`src/rtl/apb_master_arb_pkg.sv`:
```
// Shared types and default parameters for the round-robin APB master.
// Optional feature macro: APB_MASTER_ARB_TIMEOUT_EN (see apb_master_arb.sv).
package apb_master_arb_pkg;

    typedef enum logic [1:0] {
        StIdle,
        StSetup,
        StAccess
    } state_e;

    localparam int unsigned DEF_AWIDTH         = 4;
    localparam int unsigned DEF_DWIDTH         = 8;
    localparam int unsigned DEF_NREQ           = 2;
    localparam int unsigned DEF_TIMEOUT_CYCLES = 15;

endpackage

```
`src/rtl/apb_master_arb_rr.sv`:
```
// Combinational round-robin picker: search starts one past the last granted index.
module rr_arbiter
    import apb_master_arb_pkg::*;
#(
    parameter int unsigned NREQ = DEF_NREQ,
    parameter int unsigned IW   = $clog2(NREQ)
) (
    input  logic [NREQ-1:0] req,
    input  logic [IW-1:0]   ptr,
    output logic [NREQ-1:0] gnt,
    output logic [IW-1:0]   idx
);

    logic          found;
    logic [IW-1:0] cand;

    always_comb begin
        gnt   = '0;
        idx   = '0;
        found = 1'b0;
        cand  = '0;
        for (int unsigned k = 1; k <= NREQ; k++) begin
            cand = IW'((32'(ptr) + k) % NREQ);
            if (!found && req[cand]) begin
                found     = 1'b1;
                gnt[cand] = 1'b1;
                idx       = cand;
            end
        end
    end

endmodule

```
`src/rtl/apb_master_arb.sv`:
```
// Round-robin arbiter + APB master sharing one register slave among NREQ requesters.
// Define APB_MASTER_ARB_TIMEOUT_EN to bound ACCESS at TIMEOUT_CYCLES PREADY-low cycles.
module apb_master_arb
    import apb_master_arb_pkg::*;
#(
    parameter int unsigned AWIDTH         = DEF_AWIDTH,
    parameter int unsigned DWIDTH         = DEF_DWIDTH,
    parameter int unsigned NREQ           = DEF_NREQ,
    parameter int unsigned TIMEOUT_CYCLES = DEF_TIMEOUT_CYCLES
) (
    input  logic                     PCLK,
    input  logic                     PRESETn,
    input  logic [NREQ-1:0]          req_valid,
    input  logic [NREQ-1:0]          req_write,
    input  logic [NREQ*AWIDTH-1:0]   req_addr,
    input  logic [NREQ*DWIDTH-1:0]   req_wdata,
    output logic [NREQ-1:0]          req_ready,
    output logic [NREQ-1:0]          rsp_valid,
    output logic [DWIDTH-1:0]        rsp_rdata,
    output logic                     rsp_err,
    output logic                     PSEL,
    output logic                     PENABLE,
    output logic                     PWRITE,
    output logic [AWIDTH-1:0]        PADDR,
    output logic [DWIDTH-1:0]        PWDATA,
    input  logic [DWIDTH-1:0]        PRDATA,
    input  logic                     PREADY,
    input  logic                     PSLVERR
);

    localparam int unsigned IW = $clog2(NREQ);

    if (NREQ < 2 || NREQ > 8) begin : g_bad_nreq
        $error("apb_master_arb: NREQ must be in 2..8");
    end
    if (TIMEOUT_CYCLES < 1) begin : g_bad_timeout
        $error("apb_master_arb: TIMEOUT_CYCLES must be at least 1");
    end

    state_e        state_q;
    logic [IW-1:0] ptr_q;     // last granted index, also the owner of the transfer in flight
    logic [NREQ-1:0] arb_gnt;
    logic [IW-1:0]   arb_idx;
    logic            timed_out;

    rr_arbiter #(
        .NREQ (NREQ),
        .IW   (IW)
    ) u_rr (
        .req (req_valid),
        .ptr (ptr_q),
        .gnt (arb_gnt),
        .idx (arb_idx)
    );

    assign req_ready = (state_q == StIdle) ? arb_gnt : '0;

`ifdef APB_MASTER_ARB_TIMEOUT_EN
    localparam int unsigned CW = $clog2(TIMEOUT_CYCLES + 1);
    logic [CW-1:0] wait_q;

    // Ends the transfer in the TIMEOUT_CYCLES-th consecutive PREADY-low ACCESS cycle.
    assign timed_out = (state_q == StAccess) && !PREADY && (wait_q == CW'(TIMEOUT_CYCLES - 1));

    always_ff @(posedge PCLK or negedge PRESETn) begin
        if (!PRESETn) begin
            wait_q <= '0;
        end else if (state_q == StSetup) begin
            wait_q <= '0;
        end else if (state_q == StAccess && !PREADY) begin
            wait_q <= wait_q + 1'b1;
        end
    end
`else
    assign timed_out = 1'b0;
`endif

    always_ff @(posedge PCLK or negedge PRESETn) begin
        if (!PRESETn) begin
            state_q   <= StIdle;
            ptr_q     <= IW'(NREQ - 1);
            PSEL      <= 1'b0;
            PENABLE   <= 1'b0;
            PWRITE    <= 1'b0;
            PADDR     <= '0;
            PWDATA    <= '0;
            rsp_valid <= '0;
            rsp_rdata <= '0;
            rsp_err   <= 1'b0;
        end else begin
            rsp_valid <= '0;
            unique case (state_q)
                StIdle: begin
                    if (|req_valid) begin
                        state_q <= StSetup;
                        ptr_q   <= arb_idx;
                        PSEL    <= 1'b1;
                        PWRITE  <= req_write[arb_idx];
                        PADDR   <= req_addr[arb_idx*AWIDTH +: AWIDTH];
                        PWDATA  <= req_wdata[arb_idx*DWIDTH +: DWIDTH];
                    end
                end
                StSetup: begin
                    state_q <= StAccess;
                    PENABLE <= 1'b1;
                end
                StAccess: begin
                    if (PREADY || timed_out) begin
                        state_q   <= StIdle;
                        PSEL      <= 1'b0;
                        PENABLE   <= 1'b0;
                        rsp_valid <= NREQ'(1) << ptr_q;
                        rsp_err   <= PREADY ? PSLVERR : 1'b1;
                        rsp_rdata <= (PREADY && !PWRITE) ? PRDATA : '0;
                    end
                end
                default: state_q <= StIdle;
            endcase
        end
    end

endmodule

```
`config.mk`:
```
export PLATFORM = sky130hd
export DESIGN_NAME = apb_master_arb
export DESIGN_NICKNAME = d
export VERILOG_FILES = /design/src/rtl/apb_master_arb_pkg.sv /design/src/rtl/apb_master_arb_rr.sv /design/src/rtl/apb_master_arb.sv
export SDC_FILE = /design/constraint.sdc
export NUM_CORES = 1
export LEC_CHECK = 0
export CORE_AREA = 8 8 63 65
export CTS_BUF_LIST = sky130_fd_sc_hd__clkbuf_4 sky130_fd_sc_hd__clkbuf_8 sky130_fd_sc_hd__clkbuf_16
export CTS_CLUSTER_DIAMETER = 80
export CTS_CLUSTER_SIZE = 30
export DETAILED_ROUTE_END_ITERATION = 6
export DIE_AREA = 0 0 71 73
export DONT_BUFFER_PORTS = 1
export GPL_TIMING_DRIVEN = 0
export PLACE_DENSITY_LB_ADDON = 0.12
export SETUP_SLACK_MARGIN = 0.15
export SLEW_MARGIN = 30
export SYNTH_ARGS = -nofsm -noshare
export SYNTH_HDL_FRONTEND = slang
export SYNTH_SLANG_ARGS = --single-unit
```
`constraint.sdc`:
```
create_clock -name PCLK -period 1.1 [get_ports PCLK]
set_input_delay 0.165 -clock PCLK [delete_from_list [all_inputs] [get_ports PCLK]]
set_output_delay 0.165 -clock PCLK [all_outputs]
set_load 0.03 [all_outputs]
```
==> implementation parameters, run 1 <==
Parameter                              Value

Timing
  Final hold violation count    0
  Worst path setup slack after routing    -0.406 ns
  Count of pins over their slew limit    0
  Part of the cycle the worst path needs    1.37
  Maximum frequency from static timing analysis    between 600 and 700 MHz
  Post-route minimum period    1.51 ns
  Endpoints failing setup    29
  Relative slew slack    0.763
  Transition time of the tightest slew-check pin    0.355 ns
  RSZ-0062 raised after global routing    yes
  Skew final    0.00817 ns

Finish
  Most common cell after layout, fill and taps aside    sky130_fd_sc_hd__dlygate4sd3_1
  Commonest non-fill, non-tap cells in the layout    38 x sky130_fd_sc_hd__dlygate4sd3_1, 28 x sky130_fd_sc_hd__dfrtp_2, 28 x sky130_fd_sc_hd__nand2_1, 21 x sky130_fd_sc_hd__buf_6, 14 x sky130_fd_sc_hd__a21oi_1
  Area added between synthesis and finish    71.7%
  Layout Utilization    0.746
  Nets@finish    246
  Number of diodes    0
  Fraction of layout cells with a size suffix above 1    0.469

Setup path
  Nature of the critical path endpoint    output port
  Kind of start point of the critical path    flop
  Signal arrival time at the worst endpoint    1.34 ns
  Ordered list of cells on the worst path    nor2_4, buf_6, nand2_4, a21oi_4
  Worst Path Class, Setup    reg -> out
  Critical path peak fanout    6
  Cell family with most CP delay    flip-flops
  Delay of the slowest cell on the worst path    ~0.44 ns
  Cell with the largest stage delay on the worst path    sky130_fd_sc_hd__dfrtp_2
  Required time of the critical path    ~0.94 ns
  Buffering stage count on the worst path with inverters included    1

GRT
  Final global-route overflow total    0
  Pin count of the biggest net entering global routing    30
  Number of antenna violations at the first check in global routing    0
  Vias in the first global route    between 1k and 1.5k
  Total track usage    0.167
  First-pass GRT wire length    between 6000 and 7000 um

Floorplan
  Core Footprint    2950 um2
  Top-Level Pins    just under 70
  Starting utilization of the core area    0.434
  Area enclosed by the die boundary    5180 um2
  Die width    71 um
  Vert. Die Dim    73 um
  Cell row count    20

Logic synthesis
  Synthesized instance count    135
  Average cell area after synthesis    between 9 and 10 um2
  Cell area after technology mapping    approximately 1300 um2
  Post-synthesis sequential element count    29
  Sequential area share after synthesis    0.567
  Synth cell types    21
  Number of warning messages in the yosys log    0
  Post-Synthesis Net Count    175

Place
  Post-place setup slack    -0.250 ns
  Final GP Congestion    0.693
  Dpl hpwl    2530 um
  Port Buf Inserts    0

Clocking
  Maximum root-to-sink buffer count    2
  Buffer cell driving the clock tree root    sky130_fd_sc_hd__clkbuf_4
  Clock latency on the worst-skew pair    approximately 0.33 ns
  TritonCTS clock tree    done
  # clock sinks    29
  H-tree levels    2
  Number of buffers created by CTS    5
  Clock-pin slew reported for the worst setup and hold paths after clock tree synthesis    0.10 ns

Outcome
  Status    finished, violations left
  Failing checks    negative setup slack

Power and ir drop
  Pwr per Cell Area    2810 nW/um2
  Leakage dissipation    0.000934 uW
  Max IR drop VDD    around 0.0016 V
  Total power of the final layout    6180 uW

Detailed routing
  Average wire per standard cell    approximately 18 um
  DR DRC count    0
  Antenna violation net count after detailed routing    0
  Number of search-and-repair iterations in the first detailed-routing pass    4
  Via-per-instance ratio    5.31
  Starting DRT DRC Count    44
  Total Routed Length    4430 um
  Vias post-DR    between 1k and 1.5k

Hold path
  Type of the worst min-delay path    in -> reg

Flow run
  Number of maximum-capacitance violations    0
[synth_stat cells (all sizes together)]
cell type / number / area (um2)
mux2: 2 / 22.5
nand3b: 1 / 7.51
or2: 1 / 8.76
a21bo: 1 / 10.0
nand2: 35 / 131
inv: 2 / 7.51
a21o: 1 / 7.51
clkbuf: 1 / 3.75
nor3: 1 / 5.00
buf: 7 / 47.5
a31oi: 14 / 87.6
a21oi: 16 / 80.1
a21boi: 1 / 11.3
dfstp: 1 / 26.3
nand2b: 8 / 50.1
dfrtp: 28 / 701
nor2: 5 / 21.3
and2: 1 / 8.76
o21ai: 9 / 45.0
[cell families (layout without fill, tap and decap cells)]
kind of cell / after synthesis / count (layout) / share of synthesized area
AO/OA/AOI/OAI: 42 / 42 / 0.188
buffers and inverters: 10 / 82 / 0.0458
flip-flops: 29 / 29 / 0.567
AND/OR/NAND/NOR: 52 / 52 / 0.181
multiplexers: 2 / 2 / 0.0176
[layer usage]
metal | GRT usage | part of all wire | vias up | wire, um
met2 | 0.304 | 0.53 | 53 | 2360
met5 | 0 | 0 | - | 0
li1 | - | - | 602 | -
met3 | 0.0975 | 0.10 | 6 | 442
met1 | 0.153 | 0.36 | 614 | 1570
met4 | 0.0485 | 0.011 | 0 | 47
[report_power, final]
group | internal, uW | switching, uW
Clock | 268 | 369
Sequential | 1640 | 1220
Combinational | 1490 | 1200
[state kept, by name (all words and copies together) (netlist names), named ones only]
signal and cells:
PWDATA 8, rsp_rdata 8, PADDR 4, rsp_valid 2, state_q 2, PENABLE 1, PSEL 1, PWRITE 1
rsp_err 1
[worst paths after layout]
path	startpoint	endpoint	slack [ns]	cells past startpoint
worst max-delay path	state_q[1]$_DFFE_PN0P_	req_ready[0]	-0.41	4
worst min-delay path	PREADY	state_q[1]$_DFFE_PN0P_	0.06	2
worst max register to register	state_q[0]$_DFFE_PN0P_	rsp_err$_DFFE_PN0P_	-0.25	4
worst min register to register	state_q[1]$_DFFE_PN0P_	PENABLE$_DFFE_PN0P_	0.61	2
max in group asynchronous	PRESETn	asynchronous set/reset pin	0.58	2
min in group asynchronous	PRESETn	PWDATA[1]$_DFFE_PN0P_	0.28	2
[per-stage QoR]
step	hold slack, ns	setup TNS [ns]	cell area [um2]	instances
CTS	0.0468	-3.70	2020	226
global placement	-0.130	-2.74	1400	168
finish	0.0622	-4.83	2200	240
detailed placement	-0.130	-3.41	1400	168
floorplan	-0.131	-1.03	1360	135
global route	0.0766	-6.52	2200	240
[what timing repair did]
action,in CTS,in global routing
pin swaps,11,16
setup buffers,10,13
hold buffers,39,0
cloned,1,1
endpoints found under the setup margin,56,57
resized for setup,41,26
hold endpoints to repair,52,0
[layout make-up]
type	instances	area [um2]
Clock buffer	6	45.0
Inverter	2	7.51
Buffer	8	91.3
Fill cell	205	751
Timing Repair Buffer	64	644
Tap cell	33	41.3
Multi-Input combinational cell	96	601
Sequential cell	29	762
Clock inverter	2	10.0
No activity file was read; power rests on OpenSTA's default activity.
==> inputs of run 2 (changes only) <==
--- a/config.mk
+++ b/config.mk
@@ -5,12 +5,13 @@
 export SDC_FILE = /design/constraint.sdc
 export NUM_CORES = 1
 export LEC_CHECK = 0
-export CORE_AREA = 8 8 63 65
+export ABC_AREA = 1
+export CORE_AREA = 8 8 65 67
 export CTS_BUF_LIST = sky130_fd_sc_hd__clkbuf_4 sky130_fd_sc_hd__clkbuf_8 sky130_fd_sc_hd__clkbuf_16
 export CTS_CLUSTER_DIAMETER = 80
 export CTS_CLUSTER_SIZE = 30
 export DETAILED_ROUTE_END_ITERATION = 6
-export DIE_AREA = 0 0 71 73
+export DIE_AREA = 0 0 73 75
 export DONT_BUFFER_PORTS = 1
 export GPL_TIMING_DRIVEN = 0
 export PLACE_DENSITY_LB_ADDON = 0.12
@@ -18,4 +19,5 @@
 export SLEW_MARGIN = 30
 export SYNTH_ARGS = -nofsm -noshare
 export SYNTH_HDL_FRONTEND = slang
+export SYNTH_HIERARCHICAL = 1
 export SYNTH_SLANG_ARGS = --single-unit
==> run 2 against run 1 <==
Compared with the run above:
- the run still ends with negative setup slack left
- core utilization fell by 14 points
- clock-buffer cell count grew 1
- combinational power down 10%
- hold slack lost 0.028 ns
- area after synthesis is 9.9% higher
- clock power rose by 14%
- non-clock buffer count fell by 45
- power decreased by 2.4%
- clock skew rose by 0.00066 ns
- routed wire length is 16% lower
- first-iteration DRC count up 41%
- largest cell class unchanged
- largest power group unchanged
==> implementation parameters, run 2 <==
Parameter                              Value

Outcome
  Status    finished, violations left
  Failing checks    negative setup slack

Setup path
  Critical path peak fanout    3 (-3)
  Nature of the critical path endpoint    output port
  Kind of start point of the critical path    flop
  Required time of the critical path    0.94 ns (about the same)
  Delay of the slowest cell on the worst path    0.56 ns (+0.12 ns)
  Worst r2r src    ptr_q$_DFFE_PN1P_
  Terminus of the critical flop-to-flop path    PWRITE$_DFFE_PN0P_
  Signal arrival time at the worst endpoint    1.23 ns (-0.11 ns)
  Depth of the worst register-to-register path    7 (+3)
  Worst Path Class, Setup    reg -> out
  Cell with the largest stage delay on the worst path    sky130_fd_sc_hd__dfstp_2
  Dominant cell type by count on the critical path    sky130_fd_sc_hd__nand2_1
  Source of the critical timing path    ptr_q$_DFFE_PN1P_
  Register-to-register path setup slack    -0.20 ns (+0.05 ns)
  Ordered list of cells on the worst path    nand2_1, nand2_1, inv_2, nor2_4

Finish
  Commonest non-fill, non-tap cells in the layout    97 x sky130_fd_sc_hd__nand2_1, 27 x sky130_fd_sc_hd__dfrtp_2, 14 x sky130_fd_sc_hd__nand2_2, 12 x sky130_fd_sc_hd__inv_1, 12 x sky130_fd_sc_hd__buf_6
  Fraction of layout cells with a size suffix above 1    0.441 (-0.0272)
  Nets@finish    261 (+6.1%)
  Multi-input gate area    704 um2 (+17%)
  Number of diodes    0 (unchanged)
  Layout Utilization    0.610 (-0.136)
  Sequential Area    761 um2 (-0.16%)
  Area added between synthesis and finish    39.9%
  Most common cell after layout, fill and taps aside    sky130_fd_sc_hd__nand2_1
  Non-filler instance count after layout    268 (+12%)
  Largest registers    PWDATA (8), rsp_rdata (8), PADDR (4)
  Number of filler cells placed in the layout    295 (+44%)

GRT
  Met2 GRT Util    0.246 (-0.0575)
  Total track usage    0.142 (-0.0245)
  Met1 usage    0.150 (-0.00306)
  Global routing's busiest layer    met2
  Vias in the first global route    1322 (+0.84%)
  Global-route track usage on met3    0.0692 (-0.0283)
  Final global-route overflow total    0 (unchanged)
  First-pass GRT wire length    6040 um (-8.9%)
  Number of antenna violations at the first check in global routing    0 (unchanged)
  Pin count of the biggest net entering global routing    30 (unchanged)

Timing
  Maximum frequency from static timing analysis    715 MHz (+7.7%)
  Post-route setup TNS    -3.28 ns (+1.55 ns)
  Count of pins over their slew limit    0 (unchanged)
  Part of the cycle the worst path needs    1.27 (-0.0979)
  Skew final    0.00883 ns (+0.000659 ns)
  Relative slew slack    0.858 (+0.0958)
  Worst path setup slack after routing    -0.298 ns (+0.108 ns)
  Post-route minimum period    1.40 ns (-0.108 ns)
  Transition time of the tightest slew-check pin    0.212 ns (-0.143 ns)
  Endpoints failing setup    26 (-10%)
  RSZ-0062 raised after global routing    yes
  Final Hold Slack    0.0343 ns (-0.0278 ns)
  Final hold violation count    0 (unchanged)

Logic synthesis
  Synth cell types    19 (-9.5%)
  Area contributors post-synth    sky130_fd_sc_hd__dfrtp_1 50%, sky130_fd_sc_hd__nand2_1 31%, sky130_fd_sc_hd__inv_1 3.5%
  EDFF count, synth    0 (unchanged)
  Leading cell type by number of instances after synthesis    sky130_fd_sc_hd__nand2_1
  Post-Synthesis Net Count    232 (+33%)
  Area leader, netlist    sky130_fd_sc_hd__dfrtp_1
  Leading post-synthesis cells by instance count    117 x sky130_fd_sc_hd__nand2_1, 28 x sky130_fd_sc_hd__dfrtp_1, 13 x sky130_fd_sc_hd__inv_1, 13 x sky130_fd_sc_hd__nor2_1, 3 x sky130_fd_sc_hd__inv_2
  Share of flip-flops with an asynchronous set or reset after synthesis    1.00 (unchanged)
  Cell area after technology mapping    1410 um2 (+9.9%)
  Average cell area after synthesis    7.34 um2 (-23%)
  Number of warning messages in the yosys log    6 (+6)
  Yosys top cell area share    0.497 (-0.0490)
  Synthesized instance count    192 (+42%)
  Post-synthesis sequential element count    29 (unchanged)
  Sequential area share after synthesis    0.516 (-0.0508)
  Most used flip-flop cell after synthesis    sky130_fd_sc_hd__dfrtp_1

Hold path
  Hold Startpoint    PRDATA[5]
  Worst hold path stage count    4 (+2)
  Type of the worst min-delay path    in -> reg
  Worst Hold Endpoint    rsp_rdata[5]$_DFFE_PN0P_

Clocking
  Maximum root-to-sink buffer count    2 (unchanged)
  H-tree levels    2 (unchanged)
  Buffer cell driving the clock tree root    sky130_fd_sc_hd__clkbuf_4
  Clock-pin slew reported for the worst setup and hold paths after clock tree synthesis    0.09 ns (about the same)
  TritonCTS clock tree    done
  # clock sinks    29 (unchanged)
  Clock latency on the worst-skew pair    0.32 ns (about the same)
  Number of buffers created by CTS    5 (unchanged)

Floorplan
  Core Footprint    3230 um2 (+9.4%)
  Die width    73 um (+2.8%)
  Cell row count    21 (+5.0%)
  Area enclosed by the die boundary    5480 um2 (+5.6%)
  Starting utilization of the core area    0.436 (+0.00161)
  Vert. Die Dim    75 um (+2.7%)
  Top-Level Pins    68 (unchanged)

Place
  Port Buf Inserts    0 (unchanged)
  Final GP Congestion    0.706 (+1.8%)
  Dpl hpwl    2560 um (+1.0%)
  Placed Cells incl. Taps    238 (+42%)
  Post-place setup slack    -0.132 ns (+0.117 ns)

Detailed routing
  Antenna violation net count after detailed routing    0 (unchanged)
  Total Routed Length    3720 um (-16%)
  Average wire per standard cell    13.9 um (-25%)
  Number of search-and-repair iterations in the first detailed-routing pass    4 (unchanged)
  Vias post-DR    1241 (-2.7%)
  DR DRC count    0 (unchanged)
  Via-per-instance ratio    4.63 (-13%)
  Starting DRT DRC Count    62 (+41%)

Power and ir drop
  Leakage dissipation    0.00104 uW (+11%)
  Pwr per Cell Area    3060 nW/um2 (+9.1%)
  Max IR drop VDD    0.00127 V (-20%)

Flow run
  Number of maximum-capacitance violations    0 (unchanged)
[run 2: cell count changes after synthesis, moves of 2 or more]
cell,previous run,this run
sky130_fd_sc_hd__o21ai_0,9,1
sky130_fd_sc_hd__mux2_2,2,0
sky130_fd_sc_hd__a31oi_1,14,0
sky130_fd_sc_hd__nand2_2,0,2
sky130_fd_sc_hd__buf_4,0,2
sky130_fd_sc_hd__buf_2,5,0
sky130_fd_sc_hd__a21oi_1,16,2
sky130_fd_sc_hd__nand2b_1,8,0
sky130_fd_sc_hd__nor2_1,4,13
sky130_fd_sc_hd__nand2_1,35,117
sky130_fd_sc_hd__inv_2,0,3
sky130_fd_sc_hd__inv_1,2,13
[run 2: final cells by class]
type / instances / share of cell area
Buffer: 6 / 0.0381
Inverter: 17 / 0.0362
Multi-Input combinational cell: 140 / 0.357
Clock buffer: 7 / 0.0330
Timing Repair inverter: 1 / 0.00317
Timing Repair Buffer: 21 / 0.114
Tap cell: 46 / 0.0292
Clock inverter: 1 / 0.00254
Sequential cell: 29 / 0.386
[run 2: critical path: cells and delay by family, from the launching register on]
kind / cells / cell delay, ns
buf+inv: 1 / 0.04
flops: 1 / 0.56
simple gates: 3 / 0.31
[run 2: worst max path at each step]
stage	to	slack [ns]	cells past startpoint
5_1_grt	req_ready[0]	-0.35	4
3_3_place_gp	PWRITE$_DFFE_PN0P_	-0.12	7
4_1_cts	req_ready[0]	-0.31	4
2_1_floorplan	PWDATA[6]$_DFFE_PN0P_	0.008	7
6_report	req_ready[0]	-0.30	4
3_5_place_dp	PWRITE$_DFFE_PN0P_	-0.13	7
[run 2: what timing repair did]
action / 4_1_cts / 5_1_grt
setup buffers: 10 / 5
cloned: 1 / 2
hold buffers: 4 / 0
endpoints found under the hold margin: 32 / 0
pin swaps: 4 / 14
gates resized for setup: 47 / 30
endpoints found under the setup margin: 55 / 57
[run 2: cell families (layout without fill, tap and decap cells)]
group	count (synthesis)	count (layout)	synth area share
buffers and inverters	23	53	0.0870
flip-flops	29	29	0.516
AO/OA/AOI/OAI	3	3	0.0107
AND/OR/NAND/NOR	137	137	0.386
[run 2: metal layers]
| layer | wire, um | vias up |
|---|---|---|
| li1 | - | 624 |
| met1 | 1440 | 563 |
| met2 | 1890 | 52 |
| met3 | 365 | 2 |
| met4 | 22 | 0 |
| met5 | 0 | - |
[run 2: where the power goes]
group          leakage (uW)  internal, uW  switching [uW]  total, uW
Combinational      0.000667          1160            1240       2400
Sequential         0.000327          1640            1270       2910
Clock             0.0000413           370             356        726
Total               0.00104          3170            2870       6040
[run 2: stage by stage]
stage | power [uW] | cell area [um2]
2_1_floorplan | 3890 | 1450
4_1_cts | 5630 | 1810
3_3_place_gp | 4200 | 1510
3_5_place_dp | 4270 | 1510
6_report | 6040 | 1970
5_1_grt | 6470 | 1970
==> inputs of run 3 (changes only) <==
--- a/config.mk
+++ b/config.mk
@@ -19,5 +19,4 @@
 export SLEW_MARGIN = 30
 export SYNTH_ARGS = -nofsm -noshare
 export SYNTH_HDL_FRONTEND = slang
-export SYNTH_HIERARCHICAL = 1
 export SYNTH_SLANG_ARGS = --single-unit
==> run 3 against run 2 <==
Compared with the run above:
- the run still ends with negative setup slack left
- clock-buffer cell count unchanged
- maximum frequency increased by 2.0%
- setup slack improved by 0.027 ns
- synthesized cell count decreased by 2.6%
- combinational power decreased by 17%
- sequential power decreased by 1%
- register-to-register slack about the same
- non-clock buffer count increased by 5
- area after synthesis decreased by 0.27%
- clock skew increased by 0.0045 ns
- critical endpoint unchanged
==> implementation parameters, run 3 <==
Parameter                              Value

Outcome
  Status    finished, violations left
  Failing checks    negative setup slack

Logic synthesis
  Area leader, netlist    sky130_fd_sc_hd__dfrtp_1
  Area contributors post-synth    sky130_fd_sc_hd__dfrtp_1 50%, sky130_fd_sc_hd__nand2_1 18%, sky130_fd_sc_hd__nand3_1 12%
  Average cell area after synthesis    7.51 um2 (+2.4%)
  Leading post-synthesis cells by instance count    68 x sky130_fd_sc_hd__nand2_1, 35 x sky130_fd_sc_hd__inv_1, 35 x sky130_fd_sc_hd__nand3_1
  Most used flip-flop cell after synthesis    sky130_fd_sc_hd__dfrtp_1
  Yosys top cell area share    0.499 (+0.00133)
  Sequential area share after synthesis    0.517 (+0.00138)
  EDFF count, synth    0 (unchanged)
  Post-synthesis sequential element count    29 (unchanged)
  Number of warning messages in the yosys log    0 (-6)
  Cell area after technology mapping    1410 um2 (-0.27%)
  Post-Synthesis Net Count    227 (-2.2%)
  Leading cell type by number of instances after synthesis    sky130_fd_sc_hd__nand2_1
  Synthesized instance count    187 (-2.6%)
  Share of flip-flops with an asynchronous set or reset after synthesis    1.00 (unchanged)
  Synth cell types    14 (-5)

Setup path
  Terminus of the critical flop-to-flop path    PWDATA[6]$_DFFE_PN0P_
  Signal arrival time at the worst endpoint    1.21 ns (-0.02 ns)
  Register-to-register path setup slack    -0.19 ns (about the same)
  Kind of start point of the critical path    flop
  Nature of the critical path endpoint    output port
  Cell family with most CP delay    flip-flops
  Required time of the critical path    0.94 ns (about the same)
  Critical path peak fanout    3 (unchanged)
  Depth of the worst register-to-register path    8 (+1)
  Delay of the slowest cell on the worst path    0.54 ns (-0.02 ns)
  Ordered list of cells on the worst path    inv_2, nand2_4, inv_4, nor2_4
  Worst Path Class, Setup    reg -> out
  Cell with the largest stage delay on the worst path    sky130_fd_sc_hd__dfstp_2
  Buffering stage count on the worst path with inverters included    2 (+1)

Power and ir drop
  Max IR drop VDD    0.00109 V (-14%)
  Leakage dissipation    0.00102 uW (-1.8%)
  Pwr per Cell Area    2960 nW/um2 (-3.4%)

GRT
  First-pass GRT wire length    6220 um (+3.0%)
  Total track usage    0.147 (+0.00440)
  Vias in the first global route    1364 (+3.2%)
  Pin count of the biggest net entering global routing    30 (unchanged)
  Final global-route overflow total    0 (unchanged)
  Number of antenna violations at the first check in global routing    0 (unchanged)

Floorplan
  Core Footprint    3230 um2 (unchanged)
  Cell row count    21 (unchanged)
  Starting utilization of the core area    0.435 (-0.00116)
  Die width    73 um (unchanged)
  Area enclosed by the die boundary    5480 um2 (unchanged)
  Top-Level Pins    68 (unchanged)
  Vert. Die Dim    75 um (unchanged)

Finish
  Most common cell after layout, fill and taps aside    sky130_fd_sc_hd__nand2_1
  Fraction of layout cells with a size suffix above 1    0.324 (-0.117)
  Number of diodes    0 (unchanged)
  Multi-input gate area    547 um2 (-22%)
  Sequential Area    759 um2 (-0.16%)
  Area added between synthesis and finish    33.4%
  Largest registers    PWDATA (8), rsp_rdata (8), PADDR (4)
  Number of filler cells placed in the layout    301 (+2.0%)
  Nets@finish    259 (-0.77%)
  Commonest non-fill, non-tap cells in the layout    65 x sky130_fd_sc_hd__nand2_1, 35 x sky130_fd_sc_hd__nand3_1, 31 x sky130_fd_sc_hd__inv_1, 26 x sky130_fd_sc_hd__dfrtp_2, 12 x sky130_fd_sc_hd__buf_4

Hold path
  Worst Hold Endpoint    PWDATA[5]$_DFFE_PN0P_
  Worst hold path stage count    4 (unchanged)
  Hold Startpoint    req_wdata[13]
  Type of the worst min-delay path    in -> reg

Clocking
  Number of buffers created by CTS    5 (unchanged)
  Maximum root-to-sink buffer count    2 (unchanged)
  Clock-pin slew reported for the worst setup and hold paths after clock tree synthesis    0.10 ns (about the same)
  Buffer cell driving the clock tree root    sky130_fd_sc_hd__clkbuf_4
  # clock sinks    29 (unchanged)
  Clock latency on the worst-skew pair    0.32 ns (about the same)
  H-tree levels    2 (unchanged)
  TritonCTS clock tree    done

Place
  Port Buf Inserts    0 (unchanged)
  Final GP Congestion    0.697 (-1.2%)
  Dpl hpwl    2650 um (+3.7%)
  Post-place setup slack    -0.100 ns (+0.0324 ns)

Timing
  Worst path setup slack after routing    -0.271 ns (+0.0274 ns)
  Transition time of the tightest slew-check pin    0.275 ns (+0.0630 ns)
  Maximum frequency from static timing analysis    730 MHz (+2.0%)
  Post-route minimum period    1.37 ns (-0.0274 ns)
  Skew final    0.0133 ns (+0.00452 ns)
  Count of pins over their slew limit    0 (unchanged)
  Endpoints failing setup    18 (-31%)
  Relative slew slack    0.816 (-0.0421)
  RSZ-0062 raised after global routing    yes
  Final Hold Slack    0.0415 ns (+0.00718 ns)
  Final hold violation count    0 (unchanged)
  Part of the cycle the worst path needs    1.25 (-0.0249)

Detailed routing
  Starting DRT DRC Count    55 (-11%)
  Via-per-instance ratio    4.78 (+3.3%)
  Antenna violation net count after detailed routing    0 (unchanged)
  DR DRC count    0 (unchanged)
  Average wire per standard cell    14.5 um (+4.2%)
  Vias post-DR    1268 (+2.2%)
  Number of search-and-repair iterations in the first detailed-routing pass    4 (unchanged)
  Total Routed Length    3840 um (+3.1%)

Flow run
  Number of maximum-capacitance violations    0 (unchanged)
run 3: changes by cell type after synthesis, moves of 2 or more:
cell	change
sky130_fd_sc_hd__buf_2	+2
sky130_fd_sc_hd__buf_4	+2
sky130_fd_sc_hd__inv_1	+22
sky130_fd_sc_hd__inv_2	-2
sky130_fd_sc_hd__nand2_1	-49
sky130_fd_sc_hd__nand3_1	+34
sky130_fd_sc_hd__nor2_1	-7
run 3: worst register-to-register path: stages (launching register included):
cell and delay (ns):
sky130_fd_sc_hd__dfstp_2 0.54, sky130_fd_sc_hd__inv_2 0.05, sky130_fd_sc_hd__nand2_4 0.08, sky130_fd_sc_hd__buf_4 0.15, sky130_fd_sc_hd__nand2_4 0.07, sky130_fd_sc_hd__buf_4 0.17, sky130_fd_sc_hd__nand2_1 0.05, sky130_fd_sc_hd__nand3_1 0.06
sky130_fd_sc_hd__nand2_1 0.07
run 3: cells by family after synthesis:
kind of cell	count (synthesis)	share of synthesized area
DFF	29	0.517
AOI/OAI and AO/OA	3	0.0107
buffers and inverters	43	0.133
and+or+nand+nor	112	0.339
run 3: metrics by stage:
stage	util	TNS, ns	cells	power (uW)	area (um2)
final	0.580	-2.70	265	5550	1870
after global routing	0.580	-4.96	265	5980	1870
after CTS	0.560	-2.59	259	5380	1810
after detailed placement	0.466	-0.917	233	4300	1510
after global placement	0.466	-0.951	233	4230	1510
after floorplan	-	0	187	3920	1450
run 3: how the worst max path moves through the flow:
stage,depth (start not counted),slack [ns],startpoint,endpoint
global route,4,-0.35,flop,req_ready[0]
floorplan,7,0.01,state_q[0]$_DFFE_PN0P_,PADDR[0]$_DFFE_PN0P_
finish,4,-0.27,flop,req_ready[0]
global placement,7,-0.10,state_q[0]$_DFFE_PN0P_,PWDATA[3]$_DFFE_PN0P_
detailed placement,7,-0.10,state_q[0]$_DFFE_PN0P_,PWDATA[2]$_DFFE_PN0P_
CTS,4,-0.31,flop,req_ready[0]
run 3: per-layer routing:
metal	global-route usage	wire length, um	up-vias
met2	0.259	2000	54
met5	0	0	-
met3	0.0599	294	2
met1	0.158	1520	591
met4	0.0400	19	0
li1	-	-	621
run 3: cell type report:
class | count | share of cell area
inverter | 36 | 0.0734
buffer | 7 | 0.0421
multi-input combinational | 115 | 0.292
clock buffer | 7 | 0.0314
timing repair buffer | 25 | 0.126
tap | 46 | 0.0307
sequential | 29 | 0.405
run 3: what timing repair did:
item	CTS	global route
setup endpoints to repair	57	57
setup buffers	6	4
pin swaps	5	3
gates resized for setup	37	8
hold buffers	12	0
cloned	1	2
endpoints found under the hold margin	38	0
run 3: where the power goes:
group | total, uW | switching (uW) | internal (uW)
sequential | 2870 | 1210 | 1650
combinational | 2000 | 1110 | 897
clock | 676 | 350 | 326
